$ cat src/rtl/mem_request.sv
// Single-port RAM arbiter: alternates instruction fetch and data access for a single-cycle core.
// Holds the fetched instruction and the load data in registers for the core.
module mem_request (
  input  logic        CLK,
  input  logic        nRST,
  input  logic        busy_o,
  input  logic [31:0] imemaddr,
  input  logic [31:0] dmmaddr,
  input  logic [31:0] dmmstore,
  input  logic [31:0] ramload,
  input  logic [5:0]  cuOP,
  output logic        Ren,
  output logic        Wen,
  output logic [31:0] imemload,
  output logic [31:0] dmmload,
  output logic [31:0] ramaddr,
  output logic [31:0] ramstore
);

  typedef enum logic {FETCH, DATA} state_t;

  state_t state, state_next;
  logic   is_load, is_store;

  assign is_load  = (cuOP >= 6'd10) && (cuOP <= 6'd14);
  assign is_store = (cuOP >= 6'd15) && (cuOP <= 6'd17);

  always_ff @(posedge CLK or negedge nRST) begin
    if (!nRST) begin
      state    <= FETCH;
      imemload <= '0;
      dmmload  <= '0;
    end else begin
      state <= state_next;
      if (state == FETCH && !busy_o)
        imemload <= ramload;
      if (state == DATA && is_load && !busy_o)
        dmmload <= ramload;
    end
  end

  // A non-memory op still spends one DATA cycle, then falls back to FETCH.
  always_comb begin
    state_next = state;
    Ren        = 1'b0;
    Wen        = 1'b0;
    ramaddr    = '0;
    ramstore   = '0;
    case (state)
      FETCH: begin
        Ren     = 1'b1;
        ramaddr = imemaddr;
        if (!busy_o)
          state_next = DATA;
      end
      DATA: begin
        if (is_load) begin
          Ren     = 1'b1;
          ramaddr = dmmaddr;
          if (!busy_o)
            state_next = FETCH;
        end else if (is_store) begin
          Wen      = 1'b1;
          ramaddr  = dmmaddr;
          ramstore = dmmstore;
          if (!busy_o)
            state_next = FETCH;
        end else begin
          ramaddr    = imemaddr;
          state_next = FETCH;
        end
      end
      default: state_next = FETCH;
    endcase
    // The RAM port is quiet for as long as reset is held.
    if (!nRST) begin
      Ren      = 1'b0;
      Wen      = 1'b0;
      ramaddr  = '0;
      ramstore = '0;
    end
  end

endmodule

$ cat config.mk
export PLATFORM = sky130hd
export DESIGN_NAME = mem_request
export DESIGN_NICKNAME = d
export VERILOG_FILES = /design/src/rtl/mem_request.sv
export SDC_FILE = /design/constraint.sdc
export NUM_CORES = 1
export LEC_CHECK = 0
export ABC_CLOCK_PERIOD_IN_PS = 2300
export BUFFER_PORTS_ARGS = -buffer_cell sky130_fd_sc_hd__buf_2
export CAP_MARGIN = 20
export CELL_PAD_IN_SITES_DETAIL_PLACEMENT = 0
export CELL_PAD_IN_SITES_GLOBAL_PLACEMENT = 1
export CORE_MARGIN = 8
export CORE_UTILIZATION = 31
export DETAILED_ROUTE_END_ITERATION = 16
export PLACE_DENSITY = 0.85
export SYNTH_ARGS = -nofsm -noshare
export SYNTH_HDL_FRONTEND = slang
export SYNTH_SLANG_ARGS = --single-unit
$ cat constraint.sdc
create_clock -name CLK -period 2.3 [get_ports CLK]
set_input_delay 0.115 -clock CLK [delete_from_list [all_inputs] [get_ports CLK]]
set_output_delay 0.115 -clock CLK [all_outputs]
set_load 0.02 [all_outputs]
# == Word-level counts from Yosys, hierarchy flattened ==
# Cells that the tools add are included.
# Widths: inputs -> output; s select.
# word_totals
reg_bits,65
latch_bits,0
mem_bits_rw,0
rom_bits,0
out_inout_bits,130
mem_count,0
# classes
add_sub_neg,0
multipliers,0
n_div,0
n_lt_le_gt_ge,4
n_eq_ne,0
n_shift,0
n_mux,20
bitwise_logic,1
n_reduce_logical,6
# ops
operator,count
$mux 32,7
$pmux 32 s2,1
$ge 6x4->1 const B,2
$mux 1,10
$le 6x4->1 const B,1
$le 6x5->1 const B,1
$logic_and 1x1->1,5
$pmux 1 s2,2
$logic_not 1->1,1
$not 1->1,1

# == Depth between registers and ports, before layout ==
# Gate-level depths: netlist of the first run.
# depth
depth_word,6
mapped_depth,6
depth_no_buf,4

# == Least setup slack after synthesis of the first run ==
# No wires, ideal clock.
# synth_path
path_kind,register -> register
startpoint,register state
endpoint,register dmmload[10]
setup_time_ns,0.125
arrival_time_ns,1.363
setup_slack_ns,0.812
stages_incl_launch_ff,6
period_less_slack_ns,1.488
path_cell_list,dfrtp_1 -> nand2b_1 -> or3_1 -> buf_6 -> buf_12 -> mux2_4
# synth_between
elab_chain_cells,2
# synth_lines
item,line,rtl
"start, declared",22,"state_t state, state_next;"
"start signal, assigned",34,state <= state_next;
$logic_and 1x1->1 (2 in a row),37,if (state == DATA && is_load && !busy_o)
"end signal, assigned",38,dmmload <= ramload;
"end, declared",15,"output logic [31:0] dmmload,"
# No other way between the ends.
# A chain may end at the register's enable or synchronous reset.

# == Worst setup path in the final report of the first run ==
# layout_path
startpoint,input nRST
endpoint,output ramstore[26]
# layout_between
elab_chain_cells,1
# layout_lines
item,line,rtl
"start, declared",5,"input logic nRST,"
$mux 32,76,if (!nRST) begin
"end, declared",17,output logic [31:0] ramstore
# No other way between the ends.

==> impl_metrics.csv, run 1 <==
group,metric,value,unit
outcome,status,"finished, final reports clean",
floorplanning,die_w,121.9,um
global_route,grt_antenna_before_repair,0,
final_layout,syn_to_final_growth,50.72,%
final_layout,final_area,5235,um^2
worst_hold_path,hold_path_depth,2,
sta,setup_tns,0,ns
floorplanning,die_h,121.9,um
global_route,grt_max_degree,62,
sta,fin_skew,0.01574,ns
route,drc,0,
final_layout,mostFrequentLayoutCells,"265 x buf_2, 65 x nand2_1, 65 x dfrtp_1",
global_route,grt_pass1_wl,17.82,mm
global_route,grt_overflow_total,0,
logic_synthesis,synth_edf_count,0,
global_route,grt_use_total,0.1496,
logic_synthesis,avgSynthCellArea,11.85,um^2
final_layout,multi_input_area,1713,um^2
logic_synthesis,synth.distinct_cells,24,
critical_path,crit_arrival,1.90,ns
global_route,grt_pass1_vias,3445,
worst_hold_path,min_from,"ramload[17]",
critical_path,r2r-start,"state$_DFF_PN0_",
route,dr.pass1.iters,4,
clocking,numCtsBuffers,9,
critical_path,startpoint,"nRST",
final_layout,diodes,0,
final_layout,seq_area,1627,um^2
critical_path,cpMaxStageDelayCell,"dlygate4sd3_1",
clocking,clk_path_buf_depth,2,
final_layout,drive_gt1_frac,0.6263,
floorplanning,row_count,38,
clocking,clk_pin_slew,0.09,ns
route,drt-total-wl,11.64,mm
place,gp_congestion,0.7618,
sta,period_needed,2.017,ns
worst_hold_path,worstHoldPathType,"input port to flop",
critical_path,required,2.18,ns
sta,hold-worst-slack,0.01842,ns
floorplanning,initial_core_util,0.3190,
logic_synthesis,ys_ff_latch,65,
sta,finalSetupViolCount,0,
clocking,htree_levels,3,
clocking,post_cts_buffers,0,
place,dp_hpwl,9.397,mm
sta,clock.fmax,0.4959,GHz
critical_path,critPathLaunchType,"input port",
sta,worst_pin_slew,0.7484,ns
critical_path,reg2reg_depth,4,
critical_path,path_cells,"dlygate4sd3_1 -> buf_4 -> inv_1 -> a211oi_2 -> buf_4 -> and2_1 -> buf_2",
logic_synthesis,synth_fp_nets,430,
power,p_leak,2.905,nW
critical_path,r2r-end,"dmmload[28]$_DFFE_PN0P_",
logic_synthesis,synth_flop_cell,"dfrtp_1",
power,peakVddDrop,0.0003952,V
route,final_antenna_net_count,0,
worst_hold_path,hold-path-endpoint,"imemload[17]$_DFFE_PN0P_",
critical_path,crit_top_cell,"buf_4",
critical_path,critPathKind,"input port to output pin",
sta,drv_slew,0,
clocking,cts_tree,"built",
floorplanning,io_pins,267,
route,wl_per_cell,16.39,um
place,placed_cell_area,4922,um^2
critical_path,r2r_slack,0.44,ns
logic_synthesis,syn_inst,293,
final_layout,layoutNonFillerInstCount,710,
clocking,cts.sinks,65,
floorplanning,dieArea,14850,um^2
critical_path,cpPeakStageDelay,0.53,ns
final_layout,fill_cells,1018,
logic_synthesis,yosysWarnings,0,
final_layout,fin_nets,702,
power,power,3.742,mW
final_layout,final_common_cell,"buf_2",
logic_synthesis,yosysSeqAreaShare,0.4683,
logic_synthesis,async_reset_ff_frac,1.000,
sta,hold_violations,0,
place,io_buffers,266,
place,dp.cells,685,
sta,rsz0062_at_grt,"false",
run,drv_cap,0,
clocking,postCtsHoldBufs,7,
logic_synthesis,syn_area,3473,um^2
power,power.density,714.9,nW/um^2
floorplanning,core_area,10890,um^2
route,num_vias,3154,
clocking,cts-root-buf,"clkbuf_8",
sta,period_share,0.8768,
critical_path,cp_max_fo,33,
critical_path,crit_path_end_kind,"output pin",
route,drt_iter0_markers,135,
sta,slew_headroom,0.5010,
route,viasPerCell,4.442,
clocking,ctsResizeCount,0,
clocking,clkLatencyLatePin,0.34,ns
sequential cells by signal, indices dropped and copies added, names as in the netlist:
signal and cells:
imemload 32, dmmload 32, state 1
cells in the mapped netlist, types with 2 or more instances:
cell / instances / share of area
dfrtp_1: 65 / 0.47
nand2_1: 65 / 0.070
mux2_2: 34 / 0.11
and2_1: 33 / 0.059
mux2i_1: 32 / 0.092
mux2_4: 30 / 0.13
clkbuf_1: 10 / 0.011
buf_12: 3 / 0.017
buf_2: 3 / 0.0043
buf_4: 3 / 0.0065
o21ai_0: 2 / 0.0029
kinds of logic (layout without fill, tap and decap cells):
logic type	after synthesis	count (layout)	share of synthesized area
buffers and inverters	21	298	0.04323
AND/OR/NAND/NOR	105	105	0.1430
flip-flops	65	65	0.4683
AO/OA/AOI/OAI	6	6	0.01333
multiplexers	96	96	0.3321
power breakdown:
group | leakage [nW] | internal, mW | total, mW | switching (mW)
clock network | 0.111 | 0.620 | 1.10 | 0.485
registers | 0.798 | 1.36 | 1.48 | 0.120
logic | 2.00 | 0.533 | 1.16 | 0.630
layer usage:
| layer | vias up | routed length, um | global-route usage |
|---|---|---|---|
| met4 | 0 | 153 | 0.04395 |
| met2 | 155 | 5878 | 0.2566 |
| met3 | 15 | 1261 | 0.06802 |
| met5 | - | 0 | 0 |
| li1 | 1527 | - | - |
| met1 | 1457 | 4345 | 0.1626 |
how the worst max path moves through the flow:
stage,endpoint,slack (ns),depth (start not counted)
2_1_floorplan,dmmload[10]$_DFFE_PN0P_,0.81,5
3_3_place_gp,dmmload[23]$_DFFE_PN0P_,0.50,4
3_5_place_dp,dmmload[1]$_DFFE_PN0P_,0.46,4
4_1_cts,ramstore[26],0.26,7
5_1_grt,ramstore[8],0.11,7
6_report,ramstore[26],0.28,7
critical path: cells and delay by family:
family                 cells  cell delay, ns
buffers and inverters      5            1.37
AOI/OAI and AO/OA          1            0.22
and+or+nand+nor            1            0.18
final cells by class:
type	instances	share of cell area
clock buffer	9	0.02366
tap	140	0.03346
sequential	65	0.3107
inverter	1	0.0007170
timing repair buffer	281	0.2854
multi-input combinational	207	0.3272
clock inverter	7	0.01888
stage by stage:
step	utilization	setup slack, ns
final	0.4808	0.2833
after global placement	0.4521	0.5018
after floorplan	-	0.8118
after detailed placement	0.4521	0.4624
after global routing	0.4808	0.1099
after CTS	0.4790	0.2566
(Power assumes the default switching activity.)
==> inputs of run 2 (changes only) <==
--- a/config.mk
+++ b/config.mk
@@ -11,4 +11,5 @@
 export CELL_PAD_IN_SITES_DETAIL_PLACEMENT = 0
 export CELL_PAD_IN_SITES_GLOBAL_PLACEMENT = 1
+export CORE_ASPECT_RATIO = 0.75
 export CORE_MARGIN = 8
 export CORE_UTILIZATION = 31
==> constraint.sdc (replaced) <==
create_clock -name CLK -period 2.3 [get_ports CLK]
set_input_delay 0.115 -clock CLK [delete_from_list [all_inputs] [get_ports CLK]]
set_output_delay 0.115 -clock CLK [all_outputs]
set_load 0.05 [all_outputs]
==> run 2 against run 1 <==
  * Power is 17% higher
  * Global-route usage is 0.20 points lower
  * Cell area is 0.84% lower
  * Core utilization is 0.64 points lower
  * Cell count is 1.4% lower
  * Worst hold slack better by 0.023 ns
  * Clock power is 5% higher
  * Critical endpoint is now ramaddr[11]
  * Largest power group is now combinational logic
==> impl_metrics.csv, run 2 (synthesis gave the netlist of run 1 again) <==
group,metric,value,unit
sta,setup_tns,0,ns
route,num_vias,3119,
sta,hold_violations,0,
global_route,grt_pass1_vias,3289,
clocking,cts_tree,"built",
final_layout,fin_nets,695,
critical_path,r2r_slack,0.46,ns
critical_path,crit_arrival,1.97,ns
clocking,clk_pin_slew,0.05,ns
clocking,ctsResizeCount,0,
route,drt-total-wl,11.65,mm
final_layout,syn_to_final_growth,49.46,%
power,p_leak,2.891,nW
worst_hold_path,hold-path-endpoint,"dmmload[27]$_DFFE_PN0P_",
critical_path,crit_family,"buffers and inverters",
final_layout,final_common_cell,"buf_2",
power,peakVddDrop,0.0005314,V
critical_path,crit_path_end_kind,"output pin",
floorplanning,core_area,10940,um^2
critical_path,critPathKind,"input port to output pin",
route,drc,0,
worst_hold_path,hold_path_depth,2,
worst_hold_path,worstHoldPathType,"input port to flop",
critical_path,path_cells,"dlygate4sd3_1 -> buf_4 -> buf_4 -> nand2_1 -> mux2i_1 -> buf_2",
clocking,clkLatencyLatePin,0.32,ns
route,drt_iter0_markers,175,
route,wl_per_cell,16.65,um
critical_path,reg2reg_depth,4,
outcome,status,"finished, final reports clean",
global_route,use_met1,0.1694,
route,final_antenna_net_count,0,
sta,finalSetupViolCount,0,
sta,clock.fmax,0.4801,GHz
critical_path,critPathLaunchType,"input port",
final_layout,fill_cells,1052,
sta,slew_headroom,0.5141,
sta,period_share,0.9056,
place,gp_congestion,0.8441,
floorplanning,dieArea,14880,um^2
critical_path,cpMaxStageDelayCell,"dlygate4sd3_1",
global_route,gr-usage-met2,0.2540,
sta,rsz0062_at_grt,"false",
clocking,cts.sinks,65,
clocking,cts-root-buf,"clkbuf_16",
critical_path,crit_top_cell,"buf_4",
place,io_buffers,266,
final_layout,top_regs,"dmmload: 32 flops, imemload: 32 flops, state: 1 flops",
place,placed_cell_area,4930,um^2
critical_path,critPathBufInv,4,
place,dp_hpwl,9.605,mm
global_route,grt_antenna_before_repair,0,
floorplanning,die_w,138.2,um
global_route,grt_pass1_wl,18.00,mm
run,drv_cap,0,
sta,period_needed,2.083,ns
final_layout,mostFrequentLayoutCells,"265 x buf_2, 65 x nand2_1, 65 x dfrtp_1",
final_layout,diodes,0,
floorplanning,row_count,33,
clocking,clk_path_buf_depth,2,
global_route,busiest_layer,"met2",
power,power.density,844.9,nW/um^2
final_layout,final_area,5191,um^2
critical_path,cpPeakStageDelay,0.53,ns
sta,worst_pin_slew,0.7288,ns
floorplanning,initial_core_util,0.3174,
clocking,htree_levels,3,
critical_path,cp_max_fo,57,
global_route,grt_use_total,0.1476,
clocking,numCtsBuffers,9,
global_route,met3_usage,0.05732,
sta,fin_skew,0.003938,ns
critical_path,r2r-end,"dmmload[22]$_DFFE_PN0P_",
global_route,grt_overflow_total,0,
route,dr.pass1.iters,7,
final_layout,drive_gt1_frac,0.6304,
floorplanning,die_h,107.7,um
route,viasPerCell,4.456,
sta,drv_slew,0,
critical_path,r2r-start,"state$_DFF_PN0_",
critical_path,required,2.18,ns
worst_hold_path,min_from,"ramload[27]",
floorplanning,io_pins,267,
global_route,grt_max_degree,60,
run 2: cell types whose count changed in the layout (fill, tap and decap cells not counted), sizes merged:
| cell | previous run | this run |
|---|---|---|
| buf | 272 | 273 |
| bufinv | 2 | 0 |
| inv | 4 | 1 |
| dlygate4sd3 | 9 | 1 |
| clkbuf | 9 | 12 |
| clkinvlp | 1 | 0 |
run 2: how the worst max path moves through the flow:
stage / startpoint / to / slack [ns] / depth (start not counted)
2_1_floorplan: state$_DFF_PN0_ / ramstore[22] / 0.38 / 4
3_3_place_gp: state$_DFF_PN0_ / dmmload[3]$_DFFE_PN0P_ / 0.48 / 4
3_5_place_dp: state$_DFF_PN0_ / dmmload[4]$_DFFE_PN0P_ / 0.48 / 4
4_1_cts: nRST / ramaddr[28] / 0.20 / 6
5_1_grt: nRST / ramaddr[11] / 0.02 / 6
6_report: nRST / ramaddr[11] / 0.22 / 6
run 2: area by class of cell:
class	instances	area, um^2	share of cell area
repair buffers	274	1421	0.2738
multi-input cells	207	1713	0.3300
clock buffers	12	246.5	0.04748
clock inverters	1	5.005	0.0009641
flip-flops and latches	65	1627	0.3133
well taps	140	175.2	0.03374
inverters	1	3.754	0.0007231
run 2: layer usage:
layer  wire, um  vias up
li1           -     1507
met1       4492     1450
met2       6066      150
met3        989       12
met4        104        0
met5          0        -
run 2: power by group:
part / leakage (nW) / internal (mW) / switching [mW]
Clock: 0.124 / 0.737 / 0.424
Combinational: 1.97 / 0.526 / 1.22
Sequential: 0.798 / 1.36 / 0.119
run 2: timing repair:
action	in CTS	in global routing
buffers inserted	0	0
hold buffers	1	0
hold endpoints to repair	6	0
run 2: worst reg2reg max path, cell delays in order (launching register included):
cell and delay, ns:
dfrtp_1 0.40, nand2b_1 0.14, or3_2 0.46, buf_4 0.30, mux2_4 0.41
run 2: metrics by stage:
stage	total power, mW	hold WS (ns)	setup slack [ns]	util	std cells
after floorplan	2.744	-0.1806	0.3751	-	293
after global placement	3.225	-0.01279	0.4838	0.4505	686
after detailed placement	3.261	-0.008612	0.4755	0.4505	686
after CTS	4.450	0.02728	0.1966	0.4744	700
after global routing	4.581	0.03025	0.02187	0.4744	700
final	4.386	0.04190	0.2172	0.4744	700
==> inputs of run 3 (changes only) <==
ABC_CLOCK_PERIOD_IN_PS = 1760   (was 2300)
CORE_UTILIZATION = 26   (was 31)
PLACE_DENSITY = 0.75   (was 0.85)
clock period = 1.76 ns   (was 2.3 ns; I/O delays follow)
==> run 3 against run 2 <==
  * The run now ends with negative setup slack left
  * Routed wire length up 11%
  * Largest power group unchanged
  * Global-route usage is 0.59 points lower
  * Clock power increased by 38%
  * Clock-buffer cell count is 3 lower
  * Highest routed layer unchanged
  * Cell count increased by 8.0%
  * Combinational power up 37%
  * Clock skew hardly changed
  * Critical path depth did not move
==> impl_metrics.csv, run 3 (synthesis gave the netlist of run 1 again) <==
group,metric,value,unit
outcome,status,"finished, violations left",
outcome,violations,"negative setup slack",
sta,layout_setup_ws,-0.01426,ns
final_layout,mostFrequentLayoutCells,"201 x buf_2, 65 x nand2_1, 65 x dfrtp_1",
global_route,grt_max_degree,43,
global_route,grt_pass1_wl,19.36,mm
clocking,cts.sinks,65,
floorplanning,initial_core_util,0.2668,
route,drt_iter0_markers,92,
route,wl_met2,6.453,mm
critical_path,r2r-start,"state$_DFF_PN0_",
floorplanning,core_area,13020,um^2
sta,rsz0062_at_grt,"true",
run,drv_cap,0,
critical_path,r2r_slack,0.13,ns
critical_path,crit_arrival,1.69,ns
sta,clock.fmax,0.5636,GHz
route,dr.pass1.iters,4,
route,final_antenna_net_count,0,
critical_path,critPathLaunchType,"flop",
clocking,cts-root-buf,"clkbuf_16",
sta,worst_pin_slew,0.4590,ns
critical_path,reg2reg_depth,4,
floorplanning,die_h,116.1,um
critical_path,r2r-end,"dmmload[4]$_DFFE_PN0P_",
floorplanning,dieArea,17350,um^2
worst_hold_path,min_from,"ramload[19]",
route,wl_met1,4.995,mm
sta,drv_slew,0,
floorplanning,row_count,36,
clocking,htree_levels,3,
route,routed.top_layer,"met4",
final_layout,final_common_cell,"buf_2",
critical_path,required,1.67,ns
power,power,5.931,mW
clocking,clkLatencyLatePin,0.33,ns
final_layout,syn_to_final_growth,69.42,%
sta,finalSetupViolCount,3,
final_layout,drive_gt1_frac,0.6427,
global_route,grt_use_total,0.1418,
route,wl_per_cell,17.18,um
route,drt-total-wl,12.99,mm
place,io_buffers,266,
worst_hold_path,worstHoldPathType,"input port to flop",
route,wl_met3,1.249,mm
final_layout,final_area,5884,um^2
clocking,numCtsBuffers,9,
final_layout,top_regs,"dmmload: 32 flops, imemload: 32 flops, state: 1 flops",
place,dp_hpwl,10.11,mm
clocking,clk_pin_slew,0.06,ns
global_route,grt_overflow_total,0,
sta,period_share,1.008,
worst_hold_path,hold_path_depth,2,
power,p_leak,3.065,nW
final_layout,diodes,0,
worst_hold_path,hold-path-endpoint,"dmmload[19]$_DFFE_PN0P_",
floorplanning,die_w,149.5,um
power,peakVddDrop,0.0005917,V
route,viasPerCell,4.319,
route,drc,0,
clocking,cts_tree,"built",
place,dp.cells,721,
critical_path,cp_max_fo,5,
critical_path,critPathKind,"flop to output pin",
floorplanning,io_pins,267,
clocking,clk_path_buf_depth,2,
route,num_vias,3265,
sta,slew_headroom,0.6940,
power,power.density,1008,nW/um^2
global_route,grt_antenna_before_repair,0,
final_layout,layoutNonFillerInstCount,756,
sta,fin_skew,0.004313,ns
global_route,grt_pass1_vias,3635,
place,placed_cell_area,5071,um^2
place,gp_congestion,0.8683,
final_layout,fin_nets,717,
final_layout,fill_cells,1269,
sta,period_needed,1.774,ns
sta,hold_violations,0,
critical_path,crit_path_end_kind,"output pin",
run 3: how the worst max path moves through the flow:
stage | slack [ns] | cells past startpoint | start | endpoint
floorplan | -0.13 | 4 | state$_DFF_PN0_ | ramaddr[10]
global placement | 0.12 | 7 | cuOP[1] | ramaddr[26]
detailed placement | 0.10 | 7 | cuOP[1] | ramaddr[26]
CTS | -0.06 | 6 | state$_DFF_PN0_ | ramaddr[22]
global route | -0.1 | 6 | state$_DFF_PN0_ | ramaddr[9]
finish | -0.01 | 6 | state$_DFF_PN0_ | ramaddr[26]
run 3: per-stage QoR:
step	hold WS [ns]	setup WS, ns	TNS [ns]	utilization
6_report	0.01182	-0.01426	-0.01855	0.4520
5_1_grt	0.002460	-0.09523	-2.599	0.4520
4_1_cts	0.0006985	-0.05721	-0.3363	0.4387
3_5_place_dp	0.1356	0.1028	0	0.3896
3_3_place_gp	0.1384	0.1226	0	0.3896
2_1_floorplan	-0.2076	-0.1287	-3.862	-
run 3: layout make-up:
class	instances	area [um^2]	area share
inverters	1	3.754	0.0006379
multi-input cells	207	1803	0.3064
well taps	171	214.0	0.03636
clock inverters	7	47.55	0.008080
repair buffers	296	1964	0.3338
clock buffers	9	225.2	0.03827
flip-flops and latches	65	1627	0.2764
run 3: critical path: stages, from the launching register on:
cell and delay, ns:
dfrtp_1 0.38, nand2b_4 0.08, a21oi_4 0.15, buf_12 0.16
buf_12 0.15, mux2i_4 0.24, buf_6 0.18
run 3: repair_timing:
item / in CTS / in global routing
gates resized for setup: 45 / 47
cloned: 4 / 0
endpoints found under the hold margin: 55 / 4
endpoints found under the setup margin: 63 / 60
hold buffers: 11 / 3
setup buffers: 2 / 1
run 3: report_power, final:
| group | switching [mW] | internal, mW |
|---|---|---|
| Combinational | 1.62 | 0.775 |
| Sequential | 0.159 | 1.78 |
| Clock | 0.650 | 0.947 |
run 3: routing by layer:
metal / up-vias / GRT usage
met5: - / 0
met4: 0 / 0.04427
met3: 25 / 0.06504
met2: 137 / 0.2389
met1: 1541 / 0.1576
li1: 1562 / -
